**src/rtl/reset_sequencer.sv**
```systemverilog
// Board-level reset generator: synchronises and debounces the active-low button,
// holds all channels in reset for HOLD cycles, then releases them one by one.
module reset_sequencer #(
  parameter int CHANNELS = 3,
  parameter int DEBOUNCE = 16,
  parameter int HOLD     = 4095,
  parameter int STAGGER  = 16,
  parameter int CNT_W    = 16
) (
  input  logic                clock,
  input  logic                reset,
  input  logic                n_button,
  output logic [CHANNELS-1:0] rst_out,
  output logic                all_released,
  output logic [1:0]          phase,
  output logic [7:0]          press_count
);

  typedef enum logic [1:0] {
    S_PRESS   = 2'd0,
    S_HOLD    = 2'd1,
    S_RELEASE = 2'd2,
    S_RUN     = 2'd3
  } state_t;

  localparam logic [CNT_W-1:0]    DB_LAST   = CNT_W'(DEBOUNCE - 1);
  localparam logic [CNT_W-1:0]    HOLD_LAST = CNT_W'(HOLD - 1);
  localparam logic [CNT_W-1:0]    STAG_LAST = CNT_W'(STAGGER - 1);
  localparam logic [3:0]          LAST_CH   = 4'(CHANNELS - 1);
  localparam logic [CHANNELS-1:0] ALL_ONES  = {CHANNELS{1'b1}};
  localparam logic [CHANNELS-1:0] ONE_HOT0  = CHANNELS'(1);

  logic                r_sync1;
  logic                r_sync2;
  logic                r_pressed_db;
  logic [CNT_W-1:0]    r_db_cnt;
  logic [7:0]          r_press_count;
  state_t              r_state;
  logic [CNT_W-1:0]    r_hold_cnt;
  logic [CNT_W-1:0]    r_stag_cnt;
  logic [3:0]          r_ch;
  logic [CHANNELS-1:0] r_rst_out;
  logic                r_all_released;

  // The synchronised level is low while pressed, so it "differs" when it equals pressed_db.
  logic w_differ;
  assign w_differ = (r_sync2 == r_pressed_db);

  always_ff @(posedge clock) begin
    if (reset) begin
      r_sync1       <= 1'b1;
      r_sync2       <= 1'b1;
      r_pressed_db  <= 1'b0;
      r_db_cnt      <= '0;
      r_press_count <= '0;
    end else begin
      r_sync1 <= n_button;
      r_sync2 <= r_sync1;
      if (w_differ) begin
        if (r_db_cnt == DB_LAST) begin
          r_pressed_db <= ~r_pressed_db;
          r_db_cnt     <= '0;
          if (!r_pressed_db) r_press_count <= r_press_count + 8'd1;
        end else begin
          r_db_cnt <= r_db_cnt + 1'b1;
        end
      end else begin
        r_db_cnt <= '0;
      end
    end
  end

  always_ff @(posedge clock) begin
    if (reset) begin
      r_state        <= S_HOLD;
      r_hold_cnt     <= '0;
      r_stag_cnt     <= '0;
      r_ch           <= '0;
      r_rst_out      <= ALL_ONES;
      r_all_released <= 1'b0;
    end else if (r_state != S_PRESS && r_pressed_db) begin
      // A debounced press wins over any release scheduled on this edge.
      r_state        <= S_PRESS;
      r_hold_cnt     <= '0;
      r_stag_cnt     <= '0;
      r_ch           <= '0;
      r_rst_out      <= ALL_ONES;
      r_all_released <= 1'b0;
    end else begin
      case (r_state)
        S_PRESS: begin
          r_rst_out      <= ALL_ONES;
          r_all_released <= 1'b0;
          if (!r_pressed_db) begin
            r_state    <= S_HOLD;
            r_hold_cnt <= '0;
          end
        end
        S_HOLD: begin
          if (r_hold_cnt == HOLD_LAST) begin
            r_hold_cnt <= '0;
            if (CHANNELS == 1) begin
              r_state        <= S_RUN;
              r_rst_out      <= '0;
              r_all_released <= 1'b1;
            end else begin
              r_state    <= S_RELEASE;
              r_rst_out  <= ALL_ONES & ~ONE_HOT0;
              r_ch       <= 4'd1;
              r_stag_cnt <= '0;
            end
          end else begin
            r_hold_cnt <= r_hold_cnt + 1'b1;
          end
        end
        S_RELEASE: begin
          if (r_stag_cnt == STAG_LAST) begin
            r_rst_out  <= r_rst_out & ~(ONE_HOT0 << r_ch);
            r_stag_cnt <= '0;
            r_ch       <= r_ch + 4'd1;
            if (r_ch == LAST_CH) begin
              r_state        <= S_RUN;
              r_all_released <= 1'b1;
            end
          end else begin
            r_stag_cnt <= r_stag_cnt + 1'b1;
          end
        end
        S_RUN: begin
          r_rst_out      <= '0;
          r_all_released <= 1'b1;
        end
        default: r_state <= S_HOLD;
      endcase
    end
  end

  assign rst_out      = r_rst_out;
  assign all_released = r_all_released;
  assign phase        = r_state;
  assign press_count  = r_press_count;

endmodule

```
**config.mk**
```make
export PLATFORM = sky130hd
export DESIGN_NAME = reset_sequencer
export DESIGN_NICKNAME = d
export VERILOG_FILES = /design/src/rtl/reset_sequencer.sv
export SDC_FILE = /design/constraint.sdc
export NUM_CORES = 1
export LEC_CHECK = 0
export BUFFER_PORTS_ARGS = -buffer_cell sky130_fd_sc_hd__buf_2
export CELL_PAD_IN_SITES_DETAIL_PLACEMENT = 0
export CELL_PAD_IN_SITES_GLOBAL_PLACEMENT = 1
export CORE_MARGIN = 8
export CORE_UTILIZATION = 42
export CTS_CLUSTER_DIAMETER = 80
export DETAILED_ROUTE_END_ITERATION = 10
export PLACE_DENSITY = 0.76
export SLEW_MARGIN = 25
export SYNTH_ARGS = -nofsm -noshare
export SYNTH_HDL_FRONTEND = slang
export SYNTH_SLANG_ARGS = --single-unit
```
**constraint.sdc**
```tcl
create_clock -name clock -period 2.39 [get_ports clock]
set_clock_uncertainty 0.15 [all_clocks]
set_input_delay 0.239 -clock clock [delete_from_list [all_inputs] [get_ports clock]]
set_output_delay 0.239 -clock clock [all_outputs]
set_load 0.01 [all_outputs]
```
==> flow_summary.ini <==
[logic_synthesis]
synth-adder-area-share = 0.0412
synth_ff_type = dfxtp_1
synth_compound_area_frac = 0.132
synth_top_area_share = 0.413
synth_xor_area_frac = 0.0944
yosysTopAreaCell = dfxtp_1
synthSimpleGateAreaFrac = 0.283
synth_edf_count = 0
syn_inst = 398
synth_top_family_by_area = simple AND/OR/NAND/NOR gates
synth_cell_types = 47
synthMuxAreaShare = 0.00599
syn_area_um2 = 3340
synth_area_leaders = dfxtp_1 (41%), xor2_1 (6.0%), nor2_1 (5.6%)
yosysSeqAreaShare = 0.413
async_flop_share = 0
syn_area_per_cell_um2 = 8.39
synth.net_count = 412
synth_common_cells = dfxtp_1 (69), nor2_1 (50), nand2_1 (27)
synth_seq_cells = 69
synth.most_common_cell = dfxtp_1
yosysWarnings = 0

[min_path]
hold_class = in -> reg

[global_routing]
grt_remaining_overflow = 0
use_met3 = 0.0283
grt_use_total = 0.131
met2_usage = 0.195
antenna_found_initial = 0
grt_pass1_vias = 2787
grt_max_degree = 36
grtUsageMet1 = 0.172
grt_pass1_wl_mm = 12.3
gr-max-usage-layer = met2

[cells_and_area]
final_cells = 545
drive_gt1_frac = 0.160
n_fill_cell = 726
final_area_um2 = 3990
synthToLayoutAreaGrowth_pct = 19.3
n_antenna_cell = 0
nets = 452

[clocking]
insertion_delay_ns = 0.35
cts_root_buffer = clkbuf_8
cts.sinks = 69
clock_path_buffers = 2
clk_pin_slew_worst_paths_ns = 0.08
cts_tree = done
numCtsBuffers = 9
h-tree-depth = 3

[sta]
tightest_slew_ns = 0.551
relSlewSlack = 0.633
clock.fmax_mhz = 421
period_minus_slack_ns = 2.37
fin_crit_sh = 0.993
finalHoldViolCount = 0
drv_slew = 0
finalSetupTns_ns = 0
rsz0062_at_grt = true
setup_viol = 0

[floorplanning]
die_h_um = 105
initial_core_util = 0.432
pin_count = 17
rows = 32
design.die.area_um2 = 11100
core-area_um2 = 7730
chipWidth_um = 105

[worst_setup_path]
critPathCaptureType = register
crit_required_ns = 2.52
cp.arrival_ns = 2.51
cp_max_fo = 14
startpoint_type = register
rrSetupSlack_ns = 0.02
critPathKind = reg -> reg

[routing]
post_drt_wl_per_cell_um = 13.0
vias = 2915
dr.pass1.iters = 4
viasPerCell = 5.35
wl_mm = 7.08
drc_errors = 0
first_iter_violations = 101
ant_nets = 0

[power_and_ir_drop]
ir_drop_mv = 0.341
power_leakage_uw = 0.00144
p_per_area_nw_per_um2 = 742

[run]
max_cap_viol_count = 0

[place]
dp.cells = 522
port_buffers = 16
place_congestion = 0.792
dpl_cell_area_um2 = 3650
dp_hpwl_mm = 4.92

[outcome]
status = complete, no violations
[per-stage QoR]
stage	hold slack (ns)	worst slack [ns]	util	total power [uW]
after floorplan	0.193	0.167	-	1650
after global placement	0.242	0.0702	0.473	1870
after detailed placement	0.244	0.0121	0.473	1870
after CTS	0.0687	0.0251	0.505	2980
after global routing	0.108	-0.0762	0.516	3120
final	0.0776	0.0165	0.516	2950
[final timing paths]
path / to / cells past startpoint / start
hold / removal: press_count[7] / 2 / reset
setup reg to reg: r_stag_cnt[14] / 7 / r_hold_cnt[0]
setup / recovery: r_stag_cnt[14] / 7 / r_hold_cnt[0]
hold reg to reg: r_sync2 / 1 / r_sync1
[cell usage in the layout (no fill, tap or decap), types with 2 or more instances in the layout]
master / instances
clkinvlp_4: 3
o21ai_0: 17
or3_1: 14
buf_2: 16
nand4_1: 19
nor2_1: 50
nor4_1: 8
nor3_1: 10
or4_1: 3
and2_1: 4
xnor2_1: 13
o31ai_1: 5
buf_4: 24
and3_1: 9
nand3_1: 20
dfxtp_1: 68
nand2b_1: 3
or4_4: 2
ha_1: 11
nand2_1: 27
a31oi_1: 3
a21oi_1: 24
mux2i_1: 2
inv_1: 11
and4_1: 4
a21oi_2: 2
xor2_1: 23
nor2b_1: 2
or2_2: 3
o211ai_1: 6
clkbuf_8: 11
bufinv_16: 2
[power breakdown]
part | switching [uW] | leakage [uW] | total [uW] | internal, uW
Sequential | 26.6 | 0.000558 | 1230 | 1200
Combinational | 373 | 0.000777 | 627 | 254
Clock | 455 | 0.000108 | 1100 | 644
Total | 854 | 0.00144 | 2950 | 2100
[cells by family (layout without fill, tap and decap cells)]
| logic type | after synthesis | after routing |
|---|---|---|
| AND/OR/NAND/NOR | 183 | 183 |
| AO/OA/AOI/OAI | 71 | 71 |
| flip-flops | 69 | 69 |
| XOR/XNOR | 36 | 36 |
| buffers and inverters | 26 | 71 |
| adder cells (fa/ha/maj) | 11 | 11 |
| multiplexers | 2 | 2 |
[per-layer routing]
metal / wire length [um] / vias to the layer above
li1: - / 1511
met1: 3780 / 1352
met2: 2910 / 36
met3: 235 / 16
met4: 149 / 0
met5: 0 / -
[critical path, stage by stage, from the launching register on]
cell     delay [ns]
dfxtp_2        0.33
inv_2          0.06
ha_1           0.13
or3b_4         0.37
o41a_1         0.45
buf_12         0.18
or4_4          0.51
a21oi_2        0.14
[state kept, by name (all words and copies together) (netlist names)]
name	cells
r_stag_cnt	16
r_pressed_db	1
r_sync1	1
press_count	8
phase	2
r_hold_cnt	16
r_sync2	1
rst_out	3
r_db_cnt	16
all_released	1
r_ch	4
[what timing repair did]
action                                  in CTS  in global routing
setup buffers                                0                  5
endpoints found under the setup margin       5                  7
pin swaps                                    1                  7
resized for setup                            0                  8
gates cloned                                 0                  1
hold buffers                                 1                  0
hold endpoints to repair                     1                  0
[cell type report]
class | count | area (um^2) | area share
clock buffers | 11 | 151 | 0.0380
clock inverters | 5 | 82.6 | 0.0207
inverters | 12 | 45.0 | 0.0113
multi-input cells | 303 | 1880 | 0.472
flip-flops and latches | 69 | 1380 | 0.347
well taps | 102 | 128 | 0.0320
repair buffers | 43 | 315 | 0.0791
Note: power is estimated with default switching activity, not from simulation.
